$ cat src/rtl/pipe_run_ctrl_pkg.sv
// Shared definitions for the pipeline run-control block: FSM state type and
// the default halt encoding.
package pipe_run_ctrl_pkg;

  typedef enum logic [1:0] {
    IDLE  = 2'd0,
    RUN   = 2'd1,
    DRAIN = 2'd2,
    DONE  = 2'd3
  } run_state_e;

  localparam logic [8:0] HALT_OP_DEFAULT = 9'b111000000;

endpackage

$ cat src/rtl/pipe_run_ctrl_if.sv
// Signal bundle between the ID stage / run master and the run-control block.
interface pipe_run_ctrl_if #(
  parameter int INSTR_W = 9,
  parameter int REG_AW  = 3,
  parameter int CNT_W   = 16
);
  logic               start;
  logic               id_valid;
  logic [INSTR_W-1:0] id_instr;
  logic [REG_AW-1:0]  id_rs;
  logic [REG_AW-1:0]  id_rd;
  logic               id_uses_rs;
  logic               id_uses_rd;
  logic               id_mem_read;
  logic               id_branch;
  logic               id_branch_cond;
  logic               run;
  logic               pc_init;
  logic               stall;
  logic               flush;
  logic               branch_taken;
  logic               done;
  logic [CNT_W-1:0]   cycle_count;
  logic [CNT_W-1:0]   stall_count;

  modport master (
    output start, id_valid, id_instr, id_rs, id_rd, id_uses_rs, id_uses_rd,
           id_mem_read, id_branch, id_branch_cond,
    input  run, pc_init, stall, flush, branch_taken, done, cycle_count, stall_count
  );

  modport slave (
    input  start, id_valid, id_instr, id_rs, id_rd, id_uses_rs, id_uses_rd,
           id_mem_read, id_branch, id_branch_cond,
    output run, pc_init, stall, flush, branch_taken, done, cycle_count, stall_count
  );
endinterface

$ cat src/rtl/pipe_run_ctrl_load_scoreboard.sv
// Per-register countdown of outstanding load results; reports whether an ALU
// or a branch consumer of rs/rd must still wait.
module pipe_run_ctrl_load_scoreboard #(
  parameter int REG_AW   = 3,
  parameter int LOAD_LAT = 1
) (
  input  logic              clk,
  input  logic              reset,
  input  logic              i_issue,
  input  logic [REG_AW-1:0] i_issue_rd,
  input  logic [REG_AW-1:0] i_rs,
  input  logic [REG_AW-1:0] i_rd,
  output logic              o_rs_busy_alu,
  output logic              o_rs_busy_br,
  output logic              o_rd_busy_alu,
  output logic              o_rd_busy_br
);
  localparam int              SB_W  = $clog2(LOAD_LAT + 2);
  localparam int              NREG  = 2 ** REG_AW;
  localparam logic [SB_W-1:0] SET_V = SB_W'(LOAD_LAT + 1);

  logic [SB_W-1:0] r_sb [NREG];

  // A fresh issue overrides the countdown of the same entry.
  always_ff @(posedge clk or posedge reset) begin
    if (reset) begin
      for (int i = 0; i < NREG; i++) r_sb[i] <= '0;
    end else begin
      for (int i = 0; i < NREG; i++) begin
        if (i_issue && (i_issue_rd == REG_AW'(i))) r_sb[i] <= SET_V;
        else if (r_sb[i] != '0)                    r_sb[i] <= r_sb[i] - SB_W'(1);
      end
    end
  end

  assign o_rs_busy_alu = r_sb[i_rs] > SB_W'(1);
  assign o_rs_busy_br  = r_sb[i_rs] != '0;
  assign o_rd_busy_alu = r_sb[i_rd] > SB_W'(1);
  assign o_rd_busy_br  = r_sb[i_rd] != '0;

endmodule

$ cat src/rtl/pipe_run_ctrl.sv
// Run-control and hazard sequencer beside ID: start/done handshake, halt
// drain, load-use stalls, branch redirect/flush and performance counters.
module pipe_run_ctrl
  import pipe_run_ctrl_pkg::*;
#(
  parameter int                 NUM_STAGES = 5,
  parameter int                 INSTR_W    = 9,
  parameter int                 REG_AW     = 3,
  parameter logic [INSTR_W-1:0] HALT_OP    = INSTR_W'(HALT_OP_DEFAULT),
  parameter int                 LOAD_LAT   = 1,
  parameter int                 CNT_W      = 16
) (
  input logic           clk,
  input logic           reset,
  pipe_run_ctrl_if.slave bus
);
  localparam int               DRN_W      = $clog2(NUM_STAGES);
  localparam logic [DRN_W-1:0] DRAIN_LOAD = DRN_W'(NUM_STAGES - 3);

  run_state_e       r_state, w_next;
  logic [DRN_W-1:0] r_drain_cnt;
  logic             r_pc_init;
  logic [CNT_W-1:0] r_cycle_cnt, r_stall_cnt;
  logic             w_rs_alu, w_rs_br, w_rd_alu, w_rd_br;
  logic             w_stall, w_is_halt, w_halt, w_issue, w_bt, w_launch;

  function automatic logic [CNT_W-1:0] sat_inc(input logic [CNT_W-1:0] v);
    return (&v) ? v : v + CNT_W'(1);
  endfunction

  pipe_run_ctrl_load_scoreboard #(.REG_AW(REG_AW), .LOAD_LAT(LOAD_LAT)) u_sb (
    .clk(clk), .reset(reset),
    .i_issue(w_issue), .i_issue_rd(bus.id_rd),
    .i_rs(bus.id_rs), .i_rd(bus.id_rd),
    .o_rs_busy_alu(w_rs_alu), .o_rs_busy_br(w_rs_br),
    .o_rd_busy_alu(w_rd_alu), .o_rd_busy_br(w_rd_br)
  );

  // Branches resolve in ID, so they wait one cycle longer than ALU consumers.
  always_comb begin
    w_stall = 1'b0;
    if (r_state == RUN && bus.id_valid) begin
      if (bus.id_branch) w_stall = (bus.id_uses_rs && w_rs_br)  || (bus.id_uses_rd && w_rd_br);
      else               w_stall = (bus.id_uses_rs && w_rs_alu) || (bus.id_uses_rd && w_rd_alu);
    end
  end

  assign w_is_halt = bus.id_instr == HALT_OP;
  assign w_halt    = (r_state == RUN) && bus.id_valid && w_is_halt && !w_stall;
  assign w_issue   = (r_state == RUN) && bus.id_valid && bus.id_mem_read && !w_stall;
  assign w_bt      = (r_state == RUN) && bus.id_valid && bus.id_branch && bus.id_branch_cond
                     && !w_stall && !w_is_halt;

  always_comb begin
    w_next   = r_state;
    w_launch = 1'b0;
    case (r_state)
      IDLE, DONE: if (bus.start) begin w_next = RUN; w_launch = 1'b1; end
      RUN:        if (w_halt) w_next = (NUM_STAGES == 3) ? DONE : DRAIN;
      DRAIN:      if (r_drain_cnt <= DRN_W'(1)) w_next = DONE;
      default:    w_next = IDLE;
    endcase
  end

  always_ff @(posedge clk or posedge reset) begin
    if (reset) r_state <= IDLE;
    else       r_state <= w_next;
  end

  // Drain counter, pc_init pulse and saturating performance counters.
  always_ff @(posedge clk or posedge reset) begin
    if (reset) begin
      r_drain_cnt <= '0;
      r_pc_init   <= 1'b0;
      r_cycle_cnt <= '0;
      r_stall_cnt <= '0;
    end else begin
      r_pc_init <= w_launch;
      if (w_halt)                                         r_drain_cnt <= DRAIN_LOAD;
      else if (r_state == DRAIN && r_drain_cnt != '0)     r_drain_cnt <= r_drain_cnt - DRN_W'(1);
      if (w_launch) begin
        r_cycle_cnt <= '0;
        r_stall_cnt <= '0;
      end else begin
        if (r_state == RUN || r_state == DRAIN) r_cycle_cnt <= sat_inc(r_cycle_cnt);
        if (w_stall)                            r_stall_cnt <= sat_inc(r_stall_cnt);
      end
    end
  end

  assign bus.run          = r_state == RUN;
  assign bus.pc_init      = r_pc_init;
  assign bus.stall        = w_stall;
  assign bus.flush        = w_bt;
  assign bus.branch_taken = w_bt;
  assign bus.done         = r_state == DONE;
  assign bus.cycle_count  = r_cycle_cnt;
  assign bus.stall_count  = r_stall_cnt;

endmodule

$ cat src/flat_wrapper.sv
// flat-port wrapper written by rule: the top's interface ports become plain ports
module pipe_run_ctrl_flat import pipe_run_ctrl_pkg::*;
#(
  parameter int                 NUM_STAGES = 5,
  parameter int                 INSTR_W    = 9,
  parameter int                 REG_AW     = 3,
  parameter logic [INSTR_W-1:0] HALT_OP    = INSTR_W'(HALT_OP_DEFAULT),
  parameter int                 LOAD_LAT   = 1,
  parameter int                 CNT_W      = 16
)
  (clk, reset, bus_start, bus_id_valid, bus_id_instr, bus_id_rs, bus_id_rd, bus_id_uses_rs, bus_id_uses_rd, bus_id_mem_read, bus_id_branch, bus_id_branch_cond, bus_run, bus_pc_init, bus_stall, bus_flush, bus_branch_taken, bus_done, bus_cycle_count, bus_stall_count);
  pipe_run_ctrl_if #(.INSTR_W(INSTR_W), .REG_AW(REG_AW), .CNT_W(CNT_W)) bus_i ();
  input logic clk;
  input logic reset;
  input wire logic [$bits(bus_i.start)-1:0] bus_start;
  input wire logic [$bits(bus_i.id_valid)-1:0] bus_id_valid;
  input wire logic [$bits(bus_i.id_instr)-1:0] bus_id_instr;
  input wire logic [$bits(bus_i.id_rs)-1:0] bus_id_rs;
  input wire logic [$bits(bus_i.id_rd)-1:0] bus_id_rd;
  input wire logic [$bits(bus_i.id_uses_rs)-1:0] bus_id_uses_rs;
  input wire logic [$bits(bus_i.id_uses_rd)-1:0] bus_id_uses_rd;
  input wire logic [$bits(bus_i.id_mem_read)-1:0] bus_id_mem_read;
  input wire logic [$bits(bus_i.id_branch)-1:0] bus_id_branch;
  input wire logic [$bits(bus_i.id_branch_cond)-1:0] bus_id_branch_cond;
  output wire logic [$bits(bus_i.run)-1:0] bus_run;
  output wire logic [$bits(bus_i.pc_init)-1:0] bus_pc_init;
  output wire logic [$bits(bus_i.stall)-1:0] bus_stall;
  output wire logic [$bits(bus_i.flush)-1:0] bus_flush;
  output wire logic [$bits(bus_i.branch_taken)-1:0] bus_branch_taken;
  output wire logic [$bits(bus_i.done)-1:0] bus_done;
  output wire logic [$bits(bus_i.cycle_count)-1:0] bus_cycle_count;
  output wire logic [$bits(bus_i.stall_count)-1:0] bus_stall_count;
  assign bus_i.start = bus_start;
  assign bus_i.id_valid = bus_id_valid;
  assign bus_i.id_instr = bus_id_instr;
  assign bus_i.id_rs = bus_id_rs;
  assign bus_i.id_rd = bus_id_rd;
  assign bus_i.id_uses_rs = bus_id_uses_rs;
  assign bus_i.id_uses_rd = bus_id_uses_rd;
  assign bus_i.id_mem_read = bus_id_mem_read;
  assign bus_i.id_branch = bus_id_branch;
  assign bus_i.id_branch_cond = bus_id_branch_cond;
  assign bus_run = bus_i.run;
  assign bus_pc_init = bus_i.pc_init;
  assign bus_stall = bus_i.stall;
  assign bus_flush = bus_i.flush;
  assign bus_branch_taken = bus_i.branch_taken;
  assign bus_done = bus_i.done;
  assign bus_cycle_count = bus_i.cycle_count;
  assign bus_stall_count = bus_i.stall_count;
  pipe_run_ctrl #(.NUM_STAGES(NUM_STAGES), .INSTR_W(INSTR_W), .REG_AW(REG_AW), .HALT_OP(HALT_OP), .LOAD_LAT(LOAD_LAT), .CNT_W(CNT_W)) u_core (.clk(clk), .reset(reset), .bus(bus_i));
endmodule
$ cat config.mk
export PLATFORM = sky130hd
export DESIGN_NAME = pipe_run_ctrl_flat
export DESIGN_NICKNAME = d
export VERILOG_FILES = /design/src/rtl/pipe_run_ctrl_pkg.sv /design/src/rtl/pipe_run_ctrl_if.sv /design/src/rtl/pipe_run_ctrl_load_scoreboard.sv /design/src/rtl/pipe_run_ctrl.sv /design/src/flat_wrapper.sv
export SDC_FILE = /design/constraint.sdc
export NUM_CORES = 1
export LEC_CHECK = 0
export CAP_MARGIN = 0
export CELL_PAD_IN_SITES_DETAIL_PLACEMENT = 1
export CELL_PAD_IN_SITES_GLOBAL_PLACEMENT = 1
export CORE_ASPECT_RATIO = 1.2
export CORE_MARGIN = 2
export CORE_UTILIZATION = 43
export DETAILED_ROUTE_END_ITERATION = 7
export PLACE_DENSITY = 0.86
export SYNTH_ARGS = -nofsm -noshare
export SYNTH_HDL_FRONTEND = slang
export SYNTH_SLANG_ARGS = --single-unit
$ cat constraint.sdc
create_clock -name clk -period 6.9 [get_ports clk]
set_input_delay 1.725 -clock clk [delete_from_list [all_inputs] [get_ports clk]]
set_output_delay 1.725 -clock clk [all_outputs]
set_load 0.1 [all_outputs]
======== Word level (Yosys, flattened, before mapping) ========
Index checks and enable logic that the tools add are counted.
word-level totals
  register bits ........................... 54
  bits in latches ......................... 0
  bits in writable memories ............... 0
  bits in read-only memories .............. 0
  input port bits ......................... 24
  output and inout bits ................... 38
  logic and storage cells ................. 142
  memories kept ........................... 0
operators by class
  add/sub/neg operators ................... 11
  multiply operators ...................... 0
  divide/modulo/power cells ............... 0
  $lt $le $gt $ge ......................... 5
  eq/ne operators ......................... 16
  shift operators ......................... 0
  multiplexer cells ....................... 38
  bitwise logic cells ..................... 2
  reduce and logical (&&, ||, !) cells .... 57
operators by type and width
  operator                 count
  $mux W16                 6
  $mux W2                  23
  $reduce_bool A2 Y1       21
  $add A16 B1 Y16 const B  2
  $reduce_and A16 Y1       2
  $logic_and A1 B1 Y1      22
  $sub A2 B1 Y2 const B    8
  $bmux W2 S3              2
  $eq A3 B3 Y1 const B     4
  $eq A9 B9 Y1 const B     1
  $ge A4 B4 Y1 const B     2
  $ne A2 B1 Y1 const B     4
  $not A3 Y4               2
  $eq A3 B2 Y1 const B     2
  $mux W3                  2
  $pmux W2 S3              1
  $eq A2 B2 Y1 const B     2
  $gt A2 B1 Y1 const B     2
  $mux W1                  4
  $reduce_and A2 Y1        2
  $eq A3 B1 Y1 const B     1
  $le A3 B1 Y1 const B     1
  $logic_not A3 Y1         1
  $logic_or A1 B1 Y1       3
  8 further kinds          9

======== Longest topological paths before layout ========
Gate-level depths: netlist (run 1).
  depth after elaboration ................. 13
  depth in mapped cells ................... 9
  depth with buffers taken out ............ 8

======== Cells and area by module ========
Synthesis (run 1) repeated with hierarchy kept, for this count alone.
unflattened totals
  cells, all modules ...................... 350
  area, all modules ....................... 3470.8 um2
modules (own cells, without submodules)
  module                         instances  cells an instance  area each (um2)
  pipe_run_ctrl                  1          255                2344.7
  pipe_run_ctrl_load_scoreboard  1          95                 1126.1

======== Worst setup path before layout (run 1) ========
Ideal clock, no wire load.
  path type ............................... input -> output
  start point ............................. input port bus_id_rd[0]
  end point ............................... output port bus_flush
  arrival time ............................ 6432 ps
  required time ........................... 5175 ps
  path slack .............................. -1257 ps
  cell stages on the path ................. 6
  buffers on the path ..................... 1
  path through ............................ mux4_1 -> mux2_4 -> nand2_4 -> nand4_4 -> nor4_1 -> buf_4
on the way
  word-level cells in the longest chain between the ends .. 12
  elaborated cells on any way between the ends .. 15
  classes of those cells .................. order compare: 1; mux: 5; bitwise: 1; reduce/logical: 8
ends and longest elaborated chain
  element                                                    line                                                                      source
  start, declared                                            flat_wrapper.sv:19                                                        input wire logic [$bits(bus_i.id_rd)-1:0] bus_id_rd;
  $not A3 Y4 (not written as such) (*)                       pipe_run_ctrl_load_scoreboard.sv:38, pipe_run_ctrl_load_scoreboard.sv:39
  $bmux W2 S3 (*)                                            pipe_run_ctrl_load_scoreboard.sv:38, pipe_run_ctrl_load_scoreboard.sv:39
  $mux W2 (not written as such) (*) (2 in series)            pipe_run_ctrl_load_scoreboard.sv:38, pipe_run_ctrl_load_scoreboard.sv:39
  $gt A2 B1 Y1 / $reduce_bool A2 Y1 (equally long branches)  pipe_run_ctrl_load_scoreboard.sv:38, pipe_run_ctrl_load_scoreboard.sv:39
  $logic_and A1 B1 Y1 (on tied branches)                     pipe_run_ctrl.sv:44, pipe_run_ctrl.sv:43
  $logic_or A1 B1 Y1 (on tied branches)                      pipe_run_ctrl.sv:44, pipe_run_ctrl.sv:43
  $mux W1 (*)                                                pipe_run_ctrl.sv:43                                                       if (bus.id_branch) w_stall = (bus.id_uses_rs && w_rs_br) || (bus.id_uses_rd && w_rd_br);
  $mux W1 (*)                                                pipe_run_ctrl.sv:42                                                       if (r_state == RUN && bus.id_valid) begin
  $logic_not A1 Y1 (*)                                       pipe_run_ctrl.sv:52                                                       && !w_stall && !w_is_halt;
  $logic_and A1 B1 Y1 (*) (2 in series)                      pipe_run_ctrl.sv:52
  end, declared                                              flat_wrapper.sv:28                                                        output wire logic [$bits(bus_i.flush)-1:0] bus_flush;
Every way passes the cells marked *; elsewhere a longest branch is shown, timed or not. The select of a mux whose other input is x is not followed.

======== Final worst setup path (run 1) ========
  start point ............................. input port bus_id_rd[0]
  end point ............................... output port bus_branch_taken
on the way
  word-level cells in the longest chain between the ends .. 12
  elaborated cells on any way between the ends .. 15
  classes of those cells .................. order compare: 1; mux: 5; bitwise: 1; reduce/logical: 8
ends and longest elaborated chain
  element                                                    line                                                                      source
  $not A3 Y4 (not written as such) (*)                       pipe_run_ctrl_load_scoreboard.sv:38, pipe_run_ctrl_load_scoreboard.sv:39
  $bmux W2 S3 (*)                                            pipe_run_ctrl_load_scoreboard.sv:38, pipe_run_ctrl_load_scoreboard.sv:39
  $mux W2 (not written as such) (*) (2 in series)            pipe_run_ctrl_load_scoreboard.sv:38, pipe_run_ctrl_load_scoreboard.sv:39
  $gt A2 B1 Y1 / $reduce_bool A2 Y1 (equally long branches)  pipe_run_ctrl_load_scoreboard.sv:38, pipe_run_ctrl_load_scoreboard.sv:39
  $logic_and A1 B1 Y1 (on tied branches)                     pipe_run_ctrl.sv:44, pipe_run_ctrl.sv:43
  $logic_or A1 B1 Y1 (on tied branches)                      pipe_run_ctrl.sv:44, pipe_run_ctrl.sv:43
  $mux W1 (*)                                                pipe_run_ctrl.sv:43
  $mux W1 (*)                                                pipe_run_ctrl.sv:42
  $logic_not A1 Y1 (*)                                       pipe_run_ctrl.sv:52
  $logic_and A1 B1 Y1 (*) (2 in series)                      pipe_run_ctrl.sv:52
  end, declared                                              flat_wrapper.sv:29                                                        output wire logic [$bits(bus_i.branch_taken)-1:0] bus_branch_taken;
Marked as above.

==> metrics.cfg, run 1 <==
[sta]
relSlewSlack = 0.342
slew_violations = 0
finalCritPeriodShare = 0.856
layout_min_cycle_time_ns = 5.90
worst_slack_ns = 0.995
finalClockSkew_ns = 0.00586
max_slew.worst_pin.slew_ns = 0.984
fin_setup_tns_ns = 0
setup_viol = 0
final_hold_viol_count = 0
max_freq_mhz = 169
rsz0062_at_grt = false

[placed_design]
detailedPlacementHpwl_um = 6640
portBuffers = 61
gp_congestion = 0.844
placedCellCount = 491
pre_cts_slack_ns = 0.984

[grt]
grt_max_degree = 55
grt.overflow.total = 0
grt_pass1_wl_um = 14800
track_usage = 0.216
antenna_found_initial = 0
grt_pass1_vias = 3069

[job]
maxCapViolCount = 0

[min_path]
whs_endpoint = u_core.bus.stall_count[14]$_DFFE_PP0P_
hold_class = flip-flop to flip-flop
hp-start = u_core.bus.stall_count[14]$_DFFE_PP0P_
hold_depth = 1

[layout]
num_antenna_cells = 0
fin_util = 0.537
areaGrowthSynthToFinish_pct = 22.4
multi_input_area_um2 = 1790
final_layout_size_suffix_gt1_frac = 0.0516
fill_cells = 879
area.sequential_um2 = 1350
final_cells = 499
num-nets-final = 447

[cts]
numCtsBuffers = 5
clock_sinks = 54
clock_path_buffers = 2
insertion_delay_ns = 0.32
cts-resized-gates = 0
cts_tree = yes
clk_pin_slew_worst_paths_ns = 0.10
postCtsHoldBufs = 0
cts_setup_buffers = 0
cts_root_buf = clkbuf_8
htree_levels = 2

[critical_path]
cp-startpoint = bus_id_rd[0]
start_kind = input pin
critPathKind = input pin to primary output
reg2reg_to = u_core.bus.cycle_count[3]$_DFFE_PP0P_
ff2ff_path_depth = 8
worstPathRequired_ns = 5.18
reg2reg_setup_slack_ns = 4.17
worst_setup_path_end_kind = primary output
cp_data_arrival_time_ns = 4.18
r2r_start = u_core.r_state[0]$_DFFE_PP0P_
worstPathMaxFanout = 6

[status]
outcome = finished clean

[detailed_routing]
dr.pass1.iters = 4
dr_total_vias = 2933
wl_um = 8780
first_iter_violations = 99
ant_nets = 0
route.detailed.drc = 0
avgRoutedWirePerCell_um = 17.6
vias_per_cell = 5.88

[logic_synthesis]
synth.distinct_cells = 49
ys_seq_area_frac = 0.407
synth.net_count = 390
synth.cell_area_um2 = 3320
ys_ff_latch = 54
syn_avg_cell_area_um2 = 9.52
synthCells = 349
ys_warn_count = 0

[floorplanning]
initial_core_util = 0.439
dieArea_um2 = 8450
core_um2 = 7580
num_rows = 35
top_level_ports = 62
die_w_um = 84.3
die_h_um = 100

[power_and_ir_drop]
p_per_area_nw_per_um2 = 371
p_leak_nw = 1.77
vdd_drop_max_mv = 0.176

==> cell usage in the layout, fill, tap and decap left out, types with 4 or more instances in the layout <==
cell / netlist / final
xor2_1: 14 / 14
xnor2_1: 8 / 8
a21oi_1: 25 / 25
ha_1: 17 / 17
dfrtp_1: 54 / 54
a21o_1: 5 / 5
nand3_1: 11 / 11
o211ai_1: 5 / 5
o31ai_1: 4 / 4
clkdlybuf4s50_1: 0 / 58
and4_1: 6 / 6
clkbuf_8: 0 / 6
or4_1: 10 / 10
nor4_1: 7 / 6
a211oi_1: 5 / 5
nor2_1: 27 / 27
and3_1: 4 / 4
inv_1: 28 / 27
or3_1: 10 / 10
nand4_1: 11 / 11
a311oi_1: 4 / 4
o21ai_0: 10 / 10
nand2_1: 29 / 29
mux2i_1: 10 / 10
buf_4: 2 / 4
==> worst max-delay path: stages <==
cell and delay [ns]:
clkdlybuf4s50_1 0.58, mux4_1 0.59, mux2_4 0.29, nand2_4 0.09
nand4_4 0.17, nor4_2 0.37, buf_4 0.35
==> layer usage <==
layer  global-route usage  routed length (um)  vias to the layer above
met5                    0                   0                        -
met4               0.0707                 109                        0
met3               0.0329                 352                        8
met2                0.391                4760                       63
met1                0.262                3550                     1477
li1                     -                   -                     1385
==> per-stage QoR <==
stage | cell area [um2] | hold WS (ns) | total power (W)
floorplan | 3330 | 0.482 | 0.00113
global placement | 3970 | 0.508 | 0.00128
detailed placement | 3970 | 0.525 | 0.00133
CTS | 4070 | 0.545 | 0.00152
global route | 4070 | 0.589 | 0.00162
finish | 4070 | 0.537 | 0.00151
==> where the power goes <==
part / switching, W / internal, W
clock network: 0.000110 / 0.0000810
registers: 0.0000955 / 0.000405
logic: 0.000537 / 0.000279
==> Yosys cell counts (all sizes together) <==
cell	instances	area, um2
a211o	1	8.76
a211oi	5	37.5
a21o	5	37.5
a21oi	25	125
a221o	3	30.0
a22oi	1	7.51
a311oi	4	35.0
a31oi	1	6.26
a32o	1	10.0
a41o	1	10.0
and2	2	12.5
and3	5	36.3
and4	7	63.8
buf	7	65.1
clkbuf	5	18.8
dfrtp	54	1350
ha	17	213
inv	28	105
mux2	1	15.0
mux2i	10	100
mux4	2	52.6
nand2	30	120
nand2b	1	6.26
nand3	11	55.1
nand4	12	90.1
nand4b	1	8.76
nor2	27	101
nor2b	3	18.8
nor3	5	47.5
nor4	7	43.8
nor4b	1	8.76
o211ai	5	37.5
o21a	1	7.51
o21ai	12	60.1
o21bai	1	7.51
o31a	1	8.76
o31ai	4	30.0
or3	10	62.6
or4	10	75.1
xnor2	8	70.1
xor2	14	123
==> how the worst max path moves through the flow <==
stage | endpoint | slack, ns | cells after the start
after global placement | bus_flush | 1.08 | 7
final | bus_branch_taken | 1.0 | 7
after global routing | bus_branch_taken | 0.86 | 7
after CTS | bus_branch_taken | 0.98 | 7
after floorplan | bus_flush | 0.04 | 6
after detailed placement | bus_branch_taken | 0.98 | 7
==> flip-flops by register name, indices dropped and copies added (netlist names) <==
name,flops
u_core.bus.pc_init,1
u_core.bus.cycle_count,16
u_core.r_drain_cnt,3
u_core.bus.stall_count,16
u_core.r_state,2
u_core.u_sb.r_sb,16
==> final cells by class <==
cell class / count / area share
sequential: 54 / 0.332
inverter: 28 / 0.0258
multi-input combinational: 255 / 0.440
clock inverter: 2 / 0.00308
tap: 92 / 0.0283
timing repair buffer: 62 / 0.150
clock buffer: 6 / 0.0203
==> kinds of logic (layout without fill, tap and decap cells) <==
| family | Yosys count | after routing | synth area share |
|---|---|---|---|
| adder cells (fa/ha/maj) | 17 | 17 | 0.0640 |
| XOR/XNOR | 22 | 22 | 0.0580 |
| multiplexers | 13 | 13 | 0.0505 |
| AND/OR/NAND/NOR | 132 | 132 | 0.226 |
| flip-flops | 54 | 54 | 0.407 |
| AO/OA/AOI/OAI | 71 | 71 | 0.138 |
| buffers and inverters | 40 | 98 | 0.0568 |
Power figures use the tool's default switching activity.
==> run 2: changes to the inputs <==
--- a/config.mk
+++ b/config.mk
@@ -9,10 +9,10 @@
 export CELL_PAD_IN_SITES_DETAIL_PLACEMENT = 1
 export CELL_PAD_IN_SITES_GLOBAL_PLACEMENT = 1
 export CORE_ASPECT_RATIO = 1.2
-export CORE_MARGIN = 2
-export CORE_UTILIZATION = 43
+export CORE_UTILIZATION = 44
 export DETAILED_ROUTE_END_ITERATION = 7
-export PLACE_DENSITY = 0.86
+export PLACE_DENSITY_LB_ADDON = 0.1
 export SYNTH_ARGS = -nofsm -noshare
 export SYNTH_HDL_FRONTEND = slang
+export SYNTH_HIERARCHICAL = 1
 export SYNTH_SLANG_ARGS = --single-unit
==> metrics.cfg, run 2 <==
[logic_synthesis]
synthCells = 350  ; +0.29%
synth.cell_area_um2 = 3470  ; +4.4%
synth.most_common_cell = dfrtp_1
ys_warn_count = 6  ; +6
synth.area.top_cells = dfrtp_1 (39%), mux4_1 (6.1%), ha_1 (5.4%)
synth_edf_count = 0  ; unchanged
synth_flop_cell = dfrtp_1
synth.net_count = 389  ; -0.26%
ys_seq_area_frac = 0.389  ; -0.0173
syn_avg_cell_area_um2 = 9.92  ; +4.1%
synth.distinct_cells = 58  ; +18%
synthArstFlopShare = 1.00  ; unchanged
yosysTopAreaCell = dfrtp_1
synth_top_area_share = 0.389  ; -0.0173
synth_common_cells = dfrtp_1 (54), inv_1 (27), nand2_1 (24)
ys_ff_latch = 54  ; unchanged

[floorplanning]
top_level_ports = 62  ; unchanged
die_w_um = 83.1  ; -1.4%
num_rows = 35  ; unchanged
dieArea_um2 = 8250  ; -2.4%
initial_core_util = 0.453  ; +0.0143
die_h_um = 99.3  ; -1.0%
core_um2 = 7660  ; +1.2%

[critical_path]
start_kind = input pin
worstPathRequired_ns = 5.18  ; about the same
cp-endpoint = bus_stall
worstPathMaxFanout = 10  ; +4
r2r_start = u_core/u_sb/r_sb[13]$_DFFE_PP0P_
reg2reg_setup_slack_ns = 3.71  ; -0.46 ns
cp-startpoint = bus_id_rd[0]
reg2reg_to = u_core/u_sb/r_sb[8]$_DFFE_PP0P_
cp_data_arrival_time_ns = 4.62  ; +0.44 ns
worst_setup_path_end_kind = primary output
ff2ff_path_depth = 8  ; unchanged
critPathKind = input pin to primary output

[sta]
rsz0062_at_grt = false
worst_slack_ns = 0.553  ; -0.443 ns
max_freq_mhz = 158  ; -7.0%
layout_min_cycle_time_ns = 6.35  ; +0.443 ns
relSlewSlack = 0.339  ; -0.00260
max_slew.worst_pin.slew_ns = 0.988  ; +0.00388 ns
final_hold_viol_count = 0  ; unchanged
finalCritPeriodShare = 0.920  ; +0.0641
finalClockSkew_ns = 0.00587  ; +0.0000152 ns
fin_setup_tns_ns = 0  ; unchanged
setup_viol = 0  ; unchanged
slew_violations = 0  ; unchanged

[cts]
clock_path_buffers = 2  ; unchanged
clock_sinks = 54  ; unchanged
cts_tree = yes
cts_setup_buffers = 0  ; unchanged
clk_pin_slew_worst_paths_ns = 0.10  ; about the same
numCtsBuffers = 5  ; unchanged
cts_root_buf = clkbuf_8
htree_levels = 2  ; unchanged
insertion_delay_ns = 0.31  ; about the same
cts-resized-gates = 0  ; unchanged
postCtsHoldBufs = 0  ; unchanged

[placed_design]
pre_cts_slack_ns = 0.572  ; -0.412 ns
detailedPlacementHpwl_um = 6690  ; +0.85%
portBuffers = 61  ; unchanged
gp_congestion = 0.823  ; -2.4%

[layout]
num-nets-final = 446  ; -0.22%
areaGrowthSynthToFinish_pct = 23.9
num_antenna_cells = 0  ; unchanged
fill_cells = 875  ; -0.46%
final_common_cell = clkdlybuf4s50_1
final_cell_mix = clkdlybuf4s50_1 (58), dfrtp_1 (54), inv_1 (27)
final_layout_size_suffix_gt1_frac = 0.0735  ; +0.0219

[grt]
grt_max_degree = 39  ; -29%
grt_pass1_vias = 3201  ; +4.3%
track_usage = 0.228  ; +0.0125
grt_pass1_wl_um = 15400  ; +4.1%
grt.overflow.total = 0  ; unchanged
antenna_found_initial = 0  ; unchanged

[power_and_ir_drop]
power_frac_seq = 0.322  ; -0.010
p_total_w = 0.00153  ; +1.7%
p_leak_nw = 1.79  ; +1.2%
swShare = 0.465  ; -0.0269
power.internal_w = 0.000819  ; +7.1%
vdd_drop_max_mv = 0.221  ; +26%
power_switching_w = 0.000714  ; -3.9%
p_comb_frac = 0.540  ; about the same
power_frac_clock = 0.139  ; +0.012
p_per_area_nw_per_um2 = 356  ; -3.8%

[detailed_routing]
wl_um = 8910  ; +1.5%
dr_total_vias = 3085  ; +5.2%
first_iter_violations = 92  ; -7.1%
vias_per_cell = 6.17  ; +5.0%
avgRoutedWirePerCell_um = 17.8  ; +1.3%
ant_nets = 0  ; unchanged
dr.pass1.iters = 4  ; unchanged
route.detailed.drc = 0  ; unchanged

[job]
maxCapViolCount = 0  ; unchanged

[min_path]
hold_class = flip-flop to flip-flop

[status]
outcome = finished clean

[run 2: changes by cell type after synthesis, moves of 7 or more]
| cell | change |
|---|---|
| nor3_1 | +10 |
| nor2_1 | -19 |
| a21oi_1 | -8 |
| or3_1 | -8 |
| xor2_1 | -7 |
| a31oi_1 | +9 |
[run 2: area by class of cell]
class | instances | area (um2) | share of cell area
tap | 92 | 115 | 0.0268
inverter | 28 | 105 | 0.0244
timing repair buffer | 64 | 663 | 0.154
multi-input combinational | 254 | 1960 | 0.455
clock inverter | 3 | 40.0 | 0.00931
clock buffer | 5 | 68.8 | 0.0160
sequential | 54 | 1350 | 0.314
[run 2: cell families after synthesis]
kind of cell    after synthesis  synth area share
simple gates                122             0.207
compound gates               81             0.160
flops                        54             0.389
buf+inv                      42            0.0508
mux                          27             0.117
fa+ha+maj                    15            0.0541
xor+xnor                      9            0.0227
[run 2: worst min-delay path by stage]
stage                                                      from                               endpoint  slack, ns  cells past startpoint
after global placement        u_core/r_drain_cnt[1]$_DFFE_PP0P_      u_core/r_drain_cnt[1]$_DFFE_PP0P_       0.51                      1
after CTS                 u_core/bus.cycle_count[8]$_DFFE_PP0P_  u_core/bus.cycle_count[8]$_DFFE_PP0P_       0.54                      1
after detailed placement  u_core/bus.cycle_count[8]$_DFFE_PP0P_  u_core/bus.cycle_count[8]$_DFFE_PP0P_       0.52                      1
after global routing      u_core/bus.cycle_count[8]$_DFFE_PP0P_  u_core/bus.cycle_count[8]$_DFFE_PP0P_       0.58                      1
after floorplan               u_core/r_drain_cnt[1]$_DFFE_PP0P_      u_core/r_drain_cnt[1]$_DFFE_PP0P_       0.48                      1
final                     u_core/bus.cycle_count[7]$_DFFE_PP0P_  u_core/bus.cycle_count[7]$_DFFE_PP0P_       0.55                      1
[run 2: stage by stage]
| stage | area (um2) | instances | hold slack (ns) | utilization |
|---|---|---|---|---|
| after floorplan | 3490 | 350 | 0.476 | - |
| after global placement | 4190 | 492 | 0.506 | 0.547 |
| final | 4300 | 500 | 0.548 | 0.561 |
| after global routing | 4300 | 500 | 0.579 | 0.561 |
| after detailed placement | 4190 | 492 | 0.524 | 0.547 |
| after CTS | 4300 | 500 | 0.542 | 0.561 |
[run 2: worst max-delay path, stage by stage]
cell	delay (ns)
clkdlybuf4s50_1	0.71
mux4_1	0.62
mux2_2	0.32
a211o_1	0.27
a22oi_1	0.20
a211o_1	0.19
clkinv_1	0.29
buf_12	0.28
[run 2: per-layer routing]
layer,part of all wire,vias up,track usage
li1,-,1451,-
met1,0.41,1568,0.258
met2,0.55,52,0.443
met3,0.026,14,0.0249
met4,0.016,0,0.0782
met5,0,-,0
[run 2: power groups by stage]
stage | Sequential (W) | Combinational, W | Clock [W]
after detailed placement | 0.000500 | 0.000833 | 0
after CTS | 0.000494 | 0.000836 | 0.000221
after floorplan | 0.000641 | 0.000484 | 0
final | 0.000493 | 0.000827 | 0.000212
after global routing | 0.000506 | 0.000903 | 0.000228
after global placement | 0.000499 | 0.000795 | 0
